File: src/rtl/diffusion_session_ctrl_pkg.sv
// Shared definitions for the diffusion session controller: FSM states,
// table indices and the one-hot BRAM write-enable patterns.
package diffusion_session_ctrl_pkg;

  typedef enum logic [2:0] {
    ST_IDLE,
    ST_LOAD,
    ST_RUN,
    ST_READ_ADDR,
    ST_READ_HOLD,
    ST_DONE
  } state_t;

  localparam logic [1:0] TBL_S1 = 2'd0;
  localparam logic [1:0] TBL_S2 = 2'd1;
  localparam logic [1:0] TBL_G1 = 2'd2;
  localparam logic [1:0] TBL_G2 = 2'd3;

  localparam logic [3:0] WE_NONE = 4'b0000;
  localparam logic [3:0] WE_S1   = 4'b0001;
  localparam logic [3:0] WE_S2   = 4'b0010;
  localparam logic [3:0] WE_G1   = 4'b0100;
  localparam logic [3:0] WE_G2   = 4'b1000;

  function automatic logic [3:0] tbl_we(input logic [1:0] tbl);
    logic [3:0] we;
    case (tbl)
      TBL_S1:  we = WE_S1;
      TBL_S2:  we = WE_S2;
      TBL_G1:  we = WE_G1;
      default: we = WE_G2;
    endcase
    return we;
  endfunction

endpackage

File: src/rtl/diffusion_session_ctrl_rb_hold_reg.sv
// One-entry valid/ready output register for the readback stream; holds the
// word and its last flag stable until the PS accepts it.
module diffusion_session_ctrl_rb_hold_reg #(
  parameter int DATA_WIDTH = 32
) (
  input  logic                  clk,
  input  logic                  rst,
  input  logic                  load,
  input  logic [DATA_WIDTH-1:0] load_data,
  input  logic                  load_last,
  output logic                  rb_valid,
  input  logic                  rb_ready,
  output logic [DATA_WIDTH-1:0] rb_data,
  output logic                  rb_last
);

  logic                  valid_reg;
  logic [DATA_WIDTH-1:0] data_reg;
  logic                  last_reg;

  always_ff @(posedge clk) begin
    if (rst) begin
      valid_reg <= 1'b0;
      data_reg  <= '0;
      last_reg  <= 1'b0;
    end else if (load) begin
      valid_reg <= 1'b1;
      data_reg  <= load_data;
      last_reg  <= load_last;
    end else if (valid_reg && rb_ready) begin
      valid_reg <= 1'b0;
      last_reg  <= 1'b0;
    end
  end

  assign rb_valid = valid_reg;
  assign rb_data  = data_reg;
  assign rb_last  = last_reg;

endmodule

File: src/rtl/diffusion_session_ctrl.sv
// Handshaked session sequencer: loads the four BRAMs from the PS, hands them
// to top_dual for the diffusion run, then streams both score tables back.
module diffusion_session_ctrl
  import diffusion_session_ctrl_pkg::*;
#(
  parameter int ADDR_WIDTH     = 13,
  parameter int DEPTH          = 8192,
  parameter int DATA_WIDTH     = 32,
  parameter int MAX_RUN_CYCLES = 100000
) (
  input  logic                  clk,
  input  logic                  rst,
  input  logic                  start,
  input  logic [ADDR_WIDTH:0]   cfg_words,
  input  logic                  ld_valid,
  output logic                  ld_ready,
  input  logic [DATA_WIDTH-1:0] ld_data,
  output logic                  bram_own,
  output logic [ADDR_WIDTH-1:0] bram_addr,
  output logic [3:0]            bram_we,
  output logic [DATA_WIDTH-1:0] bram_wdata,
  input  logic [DATA_WIDTH-1:0] rd_score1,
  input  logic [DATA_WIDTH-1:0] rd_score2,
  output logic                  diff_en,
  input  logic                  diff_done,
  output logic                  rb_valid,
  input  logic                  rb_ready,
  output logic [DATA_WIDTH-1:0] rb_data,
  output logic                  rb_last,
  output logic                  busy,
  output logic                  done,
  output logic                  timeout
);

  localparam int CYC_WIDTH = $clog2(MAX_RUN_CYCLES) + 1;
  localparam logic [ADDR_WIDTH:0]   DEPTH_W  = (ADDR_WIDTH+1)'(DEPTH);
  localparam logic [ADDR_WIDTH:0]   ONE_W    = (ADDR_WIDTH+1)'(1);
  localparam logic [ADDR_WIDTH-1:0] ONE_A    = ADDR_WIDTH'(1);
  localparam logic [CYC_WIDTH-1:0]  ONE_C    = CYC_WIDTH'(1);
  localparam logic [CYC_WIDTH-1:0]  CYC_LAST = CYC_WIDTH'(MAX_RUN_CYCLES - 1);

  state_t                  state_reg, state_next;
  logic [ADDR_WIDTH:0]     words_reg, words_next;
  logic [ADDR_WIDTH-1:0]   addr_reg, addr_next;
  logic [1:0]              tbl_reg, tbl_next;
  logic [CYC_WIDTH-1:0]    cyc_reg, cyc_next;
  logic                    timeout_reg, timeout_next;

  logic                    hold_load;
  logic                    hold_last;
  logic [DATA_WIDTH-1:0]   hold_data;
  logic                    addr_at_end;
  logic [ADDR_WIDTH:0]     clipped_words;

  assign clipped_words = (cfg_words > DEPTH_W) ? DEPTH_W : cfg_words;
  assign addr_at_end   = ({1'b0, addr_reg} == (words_reg - ONE_W));
  // Table index doubles as the score_1/score_2 read select during readback.
  assign hold_data     = (tbl_reg == TBL_S2) ? rd_score2 : rd_score1;

  assign bram_addr = addr_reg;
  assign busy      = (state_reg != ST_IDLE);
  assign timeout   = timeout_reg;

  always_ff @(posedge clk) begin
    if (rst) begin
      state_reg   <= ST_IDLE;
      words_reg   <= '0;
      addr_reg    <= '0;
      tbl_reg     <= TBL_S1;
      cyc_reg     <= '0;
      timeout_reg <= 1'b0;
    end else begin
      state_reg   <= state_next;
      words_reg   <= words_next;
      addr_reg    <= addr_next;
      tbl_reg     <= tbl_next;
      cyc_reg     <= cyc_next;
      timeout_reg <= timeout_next;
    end
  end

  always_comb begin
    state_next   = state_reg;
    words_next   = words_reg;
    addr_next    = addr_reg;
    tbl_next     = tbl_reg;
    cyc_next     = cyc_reg;
    timeout_next = timeout_reg;
    ld_ready     = 1'b0;
    bram_own     = 1'b1;
    bram_we      = WE_NONE;
    bram_wdata   = '0;
    diff_en      = 1'b0;
    done         = 1'b0;
    hold_load    = 1'b0;
    hold_last    = 1'b0;

    case (state_reg)
      ST_IDLE: begin
        if (start) begin
          words_next   = clipped_words;
          addr_next    = '0;
          tbl_next     = TBL_S1;
          cyc_next     = '0;
          timeout_next = 1'b0;
          state_next   = (clipped_words == '0) ? ST_RUN : ST_LOAD;
        end
      end

      ST_LOAD: begin
        ld_ready = 1'b1;
        if (ld_valid) begin
          bram_we    = tbl_we(tbl_reg);
          bram_wdata = ld_data;
          if (addr_at_end) begin
            addr_next = '0;
            if (tbl_reg == TBL_G2) begin
              state_next = ST_RUN;
              cyc_next   = '0;
            end else begin
              tbl_next = tbl_reg + 2'd1;
            end
          end else begin
            addr_next = addr_reg + ONE_A;
          end
        end
      end

      ST_RUN: begin
        bram_own = 1'b0;
        diff_en  = 1'b1;
        cyc_next = cyc_reg + ONE_C;
        // A convergence pulse on the watchdog's last cycle still counts as convergence.
        if (diff_done || (cyc_reg == CYC_LAST)) begin
          timeout_next = !diff_done;
          addr_next    = '0;
          tbl_next     = TBL_S1;
          state_next   = (words_reg == '0) ? ST_DONE : ST_READ_ADDR;
        end
      end

      ST_READ_ADDR: begin
        state_next = ST_READ_HOLD;
      end

      ST_READ_HOLD: begin
        if (!rb_valid) begin
          hold_load = 1'b1;
          hold_last = (tbl_reg == TBL_S2) && addr_at_end;
        end else if (rb_ready) begin
          if (rb_last) begin
            state_next = ST_DONE;
          end else if (addr_at_end) begin
            addr_next  = '0;
            tbl_next   = TBL_S2;
            state_next = ST_READ_ADDR;
          end else begin
            addr_next  = addr_reg + ONE_A;
            state_next = ST_READ_ADDR;
          end
        end
      end

      ST_DONE: begin
        done       = 1'b1;
        state_next = ST_IDLE;
      end

      default: state_next = ST_IDLE;
    endcase
  end

  diffusion_session_ctrl_rb_hold_reg #(
    .DATA_WIDTH(DATA_WIDTH)
  ) u_rb_hold (
    .clk      (clk),
    .rst      (rst),
    .load     (hold_load),
    .load_data(hold_data),
    .load_last(hold_last),
    .rb_valid (rb_valid),
    .rb_ready (rb_ready),
    .rb_data  (rb_data),
    .rb_last  (rb_last)
  );

endmodule
File: config.mk
export PLATFORM = sky130hd
export DESIGN_NAME = diffusion_session_ctrl
export DESIGN_NICKNAME = d
export VERILOG_FILES = /design/src/rtl/diffusion_session_ctrl_pkg.sv /design/src/rtl/diffusion_session_ctrl_rb_hold_reg.sv /design/src/rtl/diffusion_session_ctrl.sv
export SDC_FILE = /design/constraint.sdc
export NUM_CORES = 1
export LEC_CHECK = 0
export ABC_AREA = 1
export CORE_MARGIN = 2
export CORE_UTILIZATION = 40
export CTS_BUF_LIST = sky130_fd_sc_hd__clkbuf_16
export DETAILED_ROUTE_END_ITERATION = 16
export GPL_TIMING_DRIVEN = 0
export PLACE_DENSITY = 0.89
export SYNTH_ARGS = -nofsm -noshare
export SYNTH_HDL_FRONTEND = slang
export SYNTH_SLANG_ARGS = --single-unit
File: constraint.sdc
create_clock -name clk -period 1.95 [get_ports clk]
set_input_delay 0.39 -clock clk [delete_from_list [all_inputs] [get_ports clk]]
set_output_delay 0.39 -clock clk [all_outputs]
set_load 0.02 [all_outputs]
Word-level counts from Yosys, hierarchy flattened
Index checks and enable logic that the tools add are counted.
{ "totals": {"reg_bits": 85, "in_bits": 116, "out_inout_bits": 89} }
{ "classes": {"add_sub_neg": 4, "n_lt_le_gt_ge": 1, "eq_ne": 20, "mux": 55, "reduce_logical": 19} }
{ "op_table": {"columns": ["cell", "count"], "rows": [
  ["two-way mux 32 bit", 3],
  ["two-way mux 13 bit", 7],
  ["two-way mux 18 bit", 4],
  ["one-hot mux 18 bit (3 select lines)", 1],
  ["one-hot mux 13 bit (4 select lines)", 1],
  ["logical NOT 14 bit", 2],
  ["two-way mux 3 bit", 9],
  ["two-way mux 2 bit", 10],
  ["adder 18 x 1 -> 18 bit, second input constant", 1],
  ["== test 18 x 17 -> 1 bit, second input constant", 1],
  ["!= test 2 bit, second input constant", 9],
  ["one-hot mux 3 bit (5 select lines)", 1],
  ["== test 13 x 14 -> 1 bit", 1],
  ["> comparator 14 bit, second input constant", 1],
  ["two-way mux 14 bit", 1],
  ["AND reduction 7 bit", 2],
  ["subtractor 14 x 1 -> 14 bit, second input constant", 1],
  ["adder 13 x 1 -> 13 bit, second input constant", 1],
  ["two-way mux 1 bit", 13],
  ["one-hot mux 4 bit (3 select lines)", 1],
  ["AND reduction 10 bit", 1],
  ["two-way mux 4 bit", 2],
  ["one-hot mux 2 bit (4 select lines)", 1],
  ["== test 3 x 2 -> 1 bit, second input constant", 2],
  ["other kinds (18)", 23]
]} }

Depth between registers and ports, before layout
Gate-level depths: netlist of the first run.
{ "logic_depth": {"ltp_word": 7, "mapped_depth": 16, "depth_no_buf": 16} }

Hierarchy
From an unflattened synthesis of the first run, not the netlist that was laid out.
{ "hier_totals": {"cells_unflattened": 875, "hier_area_um2": 5411.4} }
{ "modules_own_cells": {"columns": ["module", "instances", "cells_per_inst", "area_per_inst_um2", "seq_area_each_um2"], "rows": [
  ["diffusion_session_ctrl", 1, 725, 4219.0, 1021.0],
  ["diffusion_session_ctrl_rb_hold_reg", 1, 150, 1192.4, 680.7]
]} }

Worst setup path before layout of the first run
No wires, ideal clock.
{ "synth_timing": {"path_kind": "reg-to-reg", "start": "register cyc_reg[0]", "end": "register addr_reg[12], in the netlist bram_addr[12]", "setup_ns": 0.117, "arrival_ns": 1.809, "t_required_ns": 1.833, "path_slack_ns": 0.024, "stages_incl_launch_ff": 14, "path_buffers": 1, "synth_period_minus_slack_ns": 1.926, "cell_sequence": "dfxtp_1 -> ha_1 -> nand2_1 -> inv_1 -> nand2_1 -> nor3_1 -> nand3_1 -> a21boi_4 -> nand2_4 -> inv_4 -> buf_12 -> nand3_2 -> xor2_1 -> nor2_2"} }
{ "synth_between": {"elab_chain_len": 4} }
{ "synth_rtl": {"columns": ["element", "line", "rtl"], "rows": [
  ["start: declaration", "diffusion_session_ctrl.sv:46", "logic [CYC_WIDTH-1:0] cyc_reg, cyc_next;"],
  ["start signal: assignment", "diffusion_session_ctrl.sv:77", "cyc_reg <= cyc_next;"],
  ["== test 18 x 17 -> 1 bit", "diffusion_session_ctrl.sv:134", "if (diff_done || (cyc_reg == CYC_LAST)) begin"],
  ["logical OR 1 bit", "diffusion_session_ctrl.sv:134", null],
  ["!= test 2 bit (no source line)", null, null],
  ["AND reduction 7 bit (no source line)", null, null],
  ["end signal: assignment", "diffusion_session_ctrl.sv:75", "addr_reg <= addr_next;"],
  ["end: declaration", "diffusion_session_ctrl.sv:44", "logic [ADDR_WIDTH-1:0] addr_reg, addr_next;"]
]} }
No other way between the ends.
A chain may end at the register's enable or synchronous reset.

Final worst setup path of the first run
{ "layout_timing": {"start": "register words_reg[0]", "end": "register cyc_reg[9]"} }
{ "layout_between": {"elab_chain_len": 4} }
{ "layout_rtl": {"columns": ["element", "line", "rtl"], "rows": [
  ["start: declaration", "diffusion_session_ctrl.sv:43", "logic [ADDR_WIDTH:0] words_reg, words_next;"],
  ["start signal: assignment", "diffusion_session_ctrl.sv:74", "words_reg <= words_next;"],
  ["subtractor 14 x 1 -> 14 bit", "diffusion_session_ctrl.sv:56", "assign addr_at_end = ({1'b0, addr_reg} == (words_reg - ONE_W));"],
  ["== test 13 x 14 -> 1 bit", "diffusion_session_ctrl.sv:56", null],
  ["!= test 2 bit (no source line)", null, null],
  ["AND reduction 5 bit (no source line)", null, null]
]} }
No other way between the ends.

==> results of run 1 <==
-- metrics by stage --
stage	power [mW]	util (%)	instances	TNS [ps]	setup slack [ps]
after floorplan	5.00	-	797	0	24.0
after global placement	6.29	59.1	1172	-26310	-469
after detailed placement	6.37	59.1	1172	-29860	-495
after CTS	8.78	63.5	1199	-13.4	-9.53
after global routing	9.81	66.1	1206	-4870	-237
final	9.25	66.1	1206	-804	-76.7
-- report_power, final --
group          switching (mW)  leakage (nW)  total (mW)  internal [mW]
registers               0.289         0.697        2.28           1.99
clock network           0.736         0.155        1.85           1.12
logic                    2.96          2.54        5.12           2.16
-- timing repair --
action,in CTS,in global routing
gates resized for setup,242,101
pin swaps,13,24
setup buffers,9,7
endpoints found under the hold margin,0,0
gates cloned,2,0
hold buffers,0,0
endpoints found under the setup margin,107,81
-- critical path, delay by kind of cell (launching register included) --
family,cells,cell delay [ps]
buffers and inverters,4,360
AO/OA/AOI/OAI,1,50
adder cells (fa/ha/maj),1,200
AND/OR/NAND/NOR,10,940
flip-flops,1,330
-- worst max-delay path by stage --
stage                  from        endpoint  slack [ps]  cells after the start
6_report       words_reg[0]      cyc_reg[9]         -80                     16
3_5_place_dp   state_reg[1]  bram_wdata[21]        -500                      6
3_3_place_gp   state_reg[1]  bram_wdata[21]        -470                      6
5_1_grt        words_reg[2]      cyc_reg[9]        -240                     15
2_1_floorplan    cyc_reg[0]   bram_addr[12]          20                     13
4_1_cts          cyc_reg[1]   bram_addr[12]         -10                     13
-- final cells by class --
class	instances	area (um2)	area share [%]
multi-input cells	608	3550	42.2
well taps	172	215	2.56
repair buffers	220	2110	25.1
clock buffers	9	225	2.68
plain buffers	31	200	2.38
clock inverters	7	91.3	1.09
flip-flops and latches	85	1730	20.5
inverters	74	290	3.45
-- metal layers --
metal / share of wire (%) / global-route usage (%)
met5: 0 / 0
met2: 50 / 41.8
met3: 8.5 / 7.90
met1: 40 / 28.3
met4: 1.8 / 8.26
-- cell usage after synthesis, drive strengths merged --
cell and count:
nand3b 4, nor3b 4, a211oi 8, dfxtp 85, nand4 12, nand2 189
inv 74, mux2i 33, nor3 16, nand3 48, or2 10, o221ai 1
o41ai 2, a21boi 1, buf 5, xnor2 7, ha 8, clkbuf 26
o21ai 50, a22oi 2, nor4 5, a21oi 73, xor2 12, nor2 122
-- cell families (layout without fill, tap and decap cells) --
family | after synthesis | after routing | synth area share [%]
AOI/OAI and AO/OA | 137 | 137 | 14.0
xor gates and xnor gates | 19 | 19 | 3.16
adders and majority gates | 8 | 8 | 1.90
buffers and inverters | 105 | 341 | 8.07
DFF | 85 | 85 | 32.3
muxes | 33 | 33 | 6.26
and+or+nand+nor | 410 | 411 | 34.4
==> impl_results.md, run 1 <==
* Outcome: finished, violations left
* Failing checks: setup timing
* Worst EP arrival at between 2000 and 2500 ps
* Synth Area per Inst at ~6.6 um2
* Netlist cell types at 40
* Synthesized Nets at 921
* Critical Path Max Stage Delay at about 330 ps
* Hold EP: words_reg[12]
* Initial Util at about two fifths
* N_diodes at 0
* Die X at between 100 and 150 um
* Least-Margin Pin Slew at roughly 690 ps
* Clock transition at the registers of the reported paths at about 60 ps
* Minimum clock period at 2030 ps
* Initial antenna violation count at 0
* Reg-to-Reg End: cyc_reg[9]
* P&R area growth vs syn at 59.6%
* Post-synthesis register bit count at 85
* Crit end category: register
* Largest net degree at the start of global routing at 15
* Max-Cap Viols at 0
* Flop-to-flop setup slack at -80 ps
* Largest register FFs at 32
* Critical path cell sequence: inv_4 -> ha_4 -> nand2_4 -> inv_4 -> nand3_2 -> nand2_2 -> inv_2 -> nor2_1 -> nand2_1 -> nor2_1 -> nand3_1 -> nand2_2 -> nand3_4 -> buf_6 -> nand2_2 -> a21oi_2
* Slew Limit Fails at 0
* ANT nets after route at 0
* Crit-path most repeated cell: nand2_2
* Final Skew at between 8 and 9 ps
* Detailed-route DRC error count at 0
* # IOs at 205
* Commonest non-fill, non-tap cell in the layout: clkdlybuf4s50_1
* First-pass GRT wire length at about 28000 um
* Synth top area cells: dfxtp_1, nand2_1, nor2_1
* Vias at about 6200
* Detailed Routing Iterations Pass 1 at 6
* GRT Total Usage at 24.3%
* Std cell rows at 41
* RSZ-0062 raised after global routing: yes
* Dpl cell area at between 7000 and 8000 um2
* Rel. slew slack at ~54%
* RR Startpoint: words_reg[0]
* Clock Tree Root: clkbuf_16
* Clk sinks at 85
* DP Wirelength at approximately 13000 um
* IO Port Bufs at 203
* Worst hold slack at about 360 ps
* Worst hold start: cfg_words[12]
* Total wire length at about 18000 um
* Lkg Pwr at ~3.4 nW
* Worst-Skew Late Latency at 350 ps
* Layout cells sized above 1 at a little over a fifth
* Critical path class: reg -> reg
* Hold path depth at 3
* DR iter-0 viols at around 410
* CP Launch Type: register
* Seq/Total Area, Yosys at between 30% and 40%
* Fill count at ~1100
* GP Congestion at approximately 0.9
* Final worst setup slack at -76.7 ps
* H-tree levels at 3
* Gr ovfl total at 0
* Syn. warnings at 0
* Die Height at between 100 and 150 um
* Fin crit share at 104%
* Hold Crit Class: in -> reg
* Hold Violations, Final at 0
* Most frequent cells in the layout: clkdlybuf4s50_1, nand2_1, nor2_1
* Worst Path Required at about 2200 ps
* CTS tree: yes
* Synth area leader: dfxtp_1
* R2R cell count at 16
* Mapped Cells at 797
* Syn Std Cell Area at about 5300 um2
* CORE AREA at roughly 13000 um2
* Worst path slowest cell: dfxtp_2
* CP Max Fanout at 6
* VDD IR max at 0.000579 V
* Finished Cell Area at 8420 um2
* Die area at between 10000 and 15000 um2
* Max frequency at 493 MHz
* Yosys top cell area share at between 30% and 40%
* Clock buffer depth at 2
* P per Cell Area at about 1100 nW/um2
* Layout Nets at around 1200
* Vias in the first global route at between 5000 and 6000
* DR WL/cell at between 15 and 20 um
* Endpoints failing setup at 17
* Vias/cell at 5.10
* Clock buffers created by TritonCTS at 9
No activity file was read; power rests on OpenSTA's default activity.
==> inputs of run 2 (changes only) <==
clock period = 1.6 ns   (was 1.95 ns; I/O delays follow)
==> impl_results.md, run 2 (synthesized netlist as in run 1, its figures left out) <==
* Outcome: finished, violations left
* Failing checks: setup timing
* Die X at about 120 um
* P per Cell Area at 1370 nW/um2
* Critical path class: reg -> reg
* VDD IR max at a little over 0.0007 V
* Crit path max-delay family: simple AND/OR/NAND/NOR gates
* Die Height at approximately 120 um
* Final worst setup slack at -424 ps
* Total wire length at roughly 21000 um
* CP Max Fanout at 3
* IO Port Bufs at roughly 200
* P&R area growth vs syn at 79.3%
* CTS tree: yes
* Die area at about 14000 um2
* Endpoints failing setup at slightly above 70
* Largest register FFs at 32
* Hold Crit Class: in -> reg
* Detailed Routing Iterations Pass 1 at 5
* ANT nets after route at 0
* Commonest non-fill, non-tap cell in the layout: nand2_1
* Final Skew at between 7 and 8 ps
* Detailed-route DRC error count at 0
* Layout Nets at between 1000 and 1500
* Worst Path Required at between 1500 and 2000 ps
* Placement Setup Slack at -767 ps
* Rel. slew slack at 50.1%
* Placed insts at between 1000 and 1500
* Max-Cap Viols at 0
* H-tree levels at 3
* Clock Tree Root: clkbuf_16
* Initial antenna violation count at 0
* Gr ovfl total at 0
* Setup TNS at -18070 ps
* Hold-fix buffers, CTS at 0
* Critical Path Max Stage Delay at a little over 500 ps
* DR iter-0 viols at ~560
* Crit-path most repeated cell: nand2_1
* Least-Margin Pin Slew at roughly 750 ps
* Worst path buffer plus inverter count at 1
* Largest net degree at the start of global routing at 16
* Minimum clock period at 2020 ps
* Fin crit share at 126%
* GP Congestion at 0.910
* Initial Util at ~41%
* Clk sinks at 85
* CORE AREA at between 10000 and 15000 um2
* Worst-Skew Late Latency at approximately 340 ps
* DR WL/cell at 16.7 um
* Layout cells sized above 1 at 32.4%
* Clock buffer depth at 2
* GRT Total Usage at between 20% and 30%
* Clock buffers created by TritonCTS at 9
* Flop-to-flop setup slack at -420 ps
* Finished Core Util at between 70% and 80%
* N_diodes at 0
* Critical path cell sequence: ha_4 -> nand2_4 -> buf_4 -> nor4_1 -> nand2_1 -> nor2_1 -> xor2_1 -> nand2_1 -> a21oi_2
* Vias at just under 7000
* Most frequent cells in the layout: nand2_1, clkdlybuf4s50_1, dfxtp_1
* Vias in the first global route at 6329
* RSZ-0062 raised after global routing: yes
* Max frequency at between 400 and 500 MHz
* CP Launch Type: register
* Crit end category: register
* Vias/cell at between 5 and 6
* DP Wirelength at ~14000 um
* Worst EP arrival at about 2300 ps
* First-pass GRT wire length at just over 30000 um
* Non-filler cells, final at about 1300
* Std cell rows at 41
* Slew Limit Fails at 0
* Clock transition at the registers of the reported paths at approximately 70 ps
* Hold Violations, Final at 0
* # IOs at just over 200
* Lkg Pwr at approximately 4.0 nW
* Worst path slowest cell: nor4_1
run 2: path summary, 6_finish.rpt:
path | from | endpoint | cells after the start
min reg2reg | cyc_reg[9] | cyc_reg[9] | 2
min | cfg_words[12] | words_reg[12] | 3
max | cyc_reg[0] | cyc_reg[16] | 9
max reg2reg | cyc_reg[0] | cyc_reg[16] | 9
run 2: worst register-to-register path: cells and delay by family (launching register included):
kind | cells | cell delay (ps)
compound gates | 1 | 140
flops | 1 | 370
xor+xnor | 1 | 160
buf+inv | 1 | 140
simple gates | 5 | 1000
fa+ha+maj | 1 | 150
run 2: layer usage:
layer  global-route usage, %  vias to the layer above  part of all wire, %
li1                        -                     3183                    -
met4                    12.1                        0                  4.1
met2                    46.3                      438                   49
met5                       0                        -                    0
met1                    29.8                     3074                   37
met3                    6.75                       89                   10
run 2: per-stage QoR:
stage	hold slack [ps]	power [mW]	instance area [um2]
3_3_place_gp	478	8.01	7720
2_1_floorplan	454	6.42	5470
4_1_cts	483	11.7	8830
6_report	300	13.0	9460
5_1_grt	337	13.6	9460
3_5_place_dp	486	8.13	7720
run 2: area by class of cell:
| cell class | count | area (um2) |
|---|---|---|
| well taps | 172 | 215 |
| clock inverters | 7 | 47.5 |
| inverters | 74 | 300 |
| repair buffers | 267 | 2610 |
| flip-flops and latches | 85 | 1740 |
| multi-input cells | 609 | 4010 |
| clock buffers | 9 | 225 |
| fillers | 896 | 3270 |
| plain buffers | 30 | 303 |
run 2: where the power goes:
part | total, mW | switching (mW) | internal, mW
registers | 2.83 | 0.393 | 2.43
logic | 8.18 | 4.54 | 3.63
clock network | 1.98 | 0.917 | 1.06
run 2: timing repair:
action	in CTS	in global routing
resized for setup	445	112
pin swaps	31	41
cloned	6	1
setup endpoints to repair	170	121
buffers inserted	23	38
==> inputs of run 3 (changes only) <==
CORE_UTILIZATION = 45   (was 40)
PLACE_DENSITY = 0.94   (was 0.89)
clock period = 1.96 ns   (was 1.6 ns; I/O delays follow)
==> impl_results.md, run 3 (synthesized netlist as in run 1, its figures left out) <==
* Outcome: finished, violations left
* Failing checks: setup timing
* Clock transition at the registers of the reported paths at approximately 70 ps
* Layout cells sized above 1 at approximately a fifth
* Vias at approximately 6500
* DP Wirelength at ~14000 um
* Crit end category: register
* Met1 global-route usage at between 30% and 40%
* Critical path class: reg -> reg
* Die Height at about 110 um
* Layout Nets at 1163
* Clock Tree Root: clkbuf_16
* DR WL/cell at 16.5 um
* Worst path slowest cell: dfxtp_4
* Crit path max-delay family: simple AND/OR/NAND/NOR gates
* Most frequent cells in the layout: nand2_1, clkdlybuf4s50_1, nor2_1
* Finished Core Util at 73.2%
* Critical path cell sequence: inv_4 -> ha_4 -> nand2_4 -> o21ai_2 -> nand2_1 -> nor2_1 -> nand2_1 -> nor2_2 -> nand4_1 -> nand2_2 -> nand3_1 -> nand2_1 -> nor2_1
* Hold Crit Class: in -> reg
* First-pass GRT wire length at a little under 30000 um
* Switching power total at just over 4 mW
* Max frequency at ~480 MHz
* Dpl cell area at about 7500 um2
* Vias in the first global route at between 6000 and 7000
* Setup TNS at -333 ps
* Die X at 112 um
* Detailed-route DRC error count at 0
* Initial Util at ~46%
* CP Launch Type: register
* Lkg Pwr at roughly 3.4 nW
* Non-filler cells, final at between 1000 and 1500
* GP Congestion at 0.941
* P&R area growth vs syn at 58.4%
* Clock buffer depth at 2
* Worst EP arrival at ~2300 ps
* Endpoints failing setup at 21
* Clock power share at a little under a fifth
* Met3 Use GR at 7.24%
* Clk sinks at 85
* Rel. slew slack at between 60% and 70%
* Minimum clock period at between 2000 and 2500 ps
* Worst-Skew Late Latency at 340 ps
* # IOs at a little over 200
* Max-Cap Viols at 0
* Met2 GRT Util at between 50% and 60%
* DR iter-0 viols at ~540
* Finished Cell Area at about 8400 um2
* Placed insts at between 1000 and 1500
* IO Port Bufs at 203
* CP Max Fanout at 6
* Gr ovfl total at 0
* Fin crit share at 105%
* Worst hold slack at about 380 ps
* Detailed Routing Iterations Pass 1 at 5
* Largest register FFs at 32
* Hold-fix buffers, CTS at 0
* Slew Limit Fails at 0
* Worst Path Required at 2190 ps
* Hold Violations, Final at 0
* GRT busiest layer: met2
* Int Power at about 5 mW
* RSZ-0062 raised after global routing: yes
* Die area at 12600 um2
* Least-Margin Pin Slew at slightly below 600 ps
* P per Cell Area at 1090 nW/um2
* Clock buffers created by TritonCTS at 9
* Std cell rows at 39
* Final Skew at ~7.8 ps
* GRT Total Usage at 28.3%
* VDD IR max at slightly below 0.0008 V
* CORE AREA at approximately 11000 um2
* Crit-path most repeated cell: nand2_1
* Total wire length at between 15000 and 20000 um
* Sw frac at 44.2%
* H-tree levels at 3
* Initial antenna violation count at 0
* Largest net degree at the start of global routing at 16
* Final worst setup slack at -104 ps
* Flop pwr share at between 20% and 30%
* Worst path buffer plus inverter count at 1
* Critical Path Max Stage Delay at 360 ps
* N_diodes at 0
* CTS tree: yes
* ANT nets after route at 0
* Vias/cell at between 5 and 6
* Comb power frac at a little under three fifths
run 3: changes by cell type in the layout (fill, tap and decap cells not counted), sizes merged:
cell and delta:
clkdlybuf4s15 +3, buf -42, clkdlybuf4s50 +49, nor2 -1, clkbuf -5, inv -1, dlygate4sd2 -40, dlymetal6s2s -1
bufinv +1
run 3: power groups by stage:
stage | sequential (mW) | combinational [mW] | clock, mW
3_3_place_gp | 2.23 | 4.02 | 0
4_1_cts | 2.21 | 4.52 | 1.76
6_report | 2.28 | 5.08 | 1.75
5_1_grt | 2.30 | 5.49 | 1.84
2_1_floorplan | 2.29 | 2.68 | 0
3_5_place_dp | 2.22 | 4.11 | 0
run 3: worst paths after layout:
kind | from | endpoint | slack (ps) | cells after the start
worst max-delay path | words_reg[1] | state_reg[0] | -100 | 13
worst min-delay path | cfg_words[12] | words_reg[12] | 380 | 3
worst max register to register | words_reg[1] | state_reg[0] | -100 | 13
worst min register to register | timeout | timeout | 470 | 2
run 3: worst register-to-register path, delay by kind of cell, from the launching register on:
| family | cells | cell delay, ps |
|---|---|---|
| adder cells (fa/ha/maj) | 1 | 180 |
| AO/OA/AOI/OAI | 1 | 180 |
| AND/OR/NAND/NOR | 10 | 1170 |
| flip-flops | 1 | 360 |
| buffers and inverters | 1 | 60 |
run 3: layout make-up:
class	count	area [um2]
Buffer	30	195
Inverter	74	295
Clock buffer	9	225
Sequential cell	85	1730
Tap cell	143	179
Timing Repair Buffer	231	2130
Clock inverter	7	73.8
Multi-Input combinational cell	608	3530
Fill cell	822	3070
run 3: what timing repair did:
| action | CTS | global route |
|---|---|---|
| endpoints found under the setup margin | 106 | 81 |
| setup buffers | 17 | 11 |
| pin swaps | 14 | 26 |
| gates cloned | 1 | 0 |
| resized for setup | 210 | 98 |
run 3: stage by stage:
stage	power (mW)	setup WS [ps]
after CTS	8.49	-6.52
final	9.11	-104
after detailed placement	6.33	-592
after floorplan	4.98	34.0
after global placement	6.24	-561
after global routing	9.63	-203
run 3: metal layers:
metal  share of wire [%]  wire length [um]  up-vias
li1                    -                 -     3107
met1                  37              7270     2929
met2                  51              9880      361
met3                 9.3              1820       61
met4                 2.8               554        0
met5                   0                 0        -
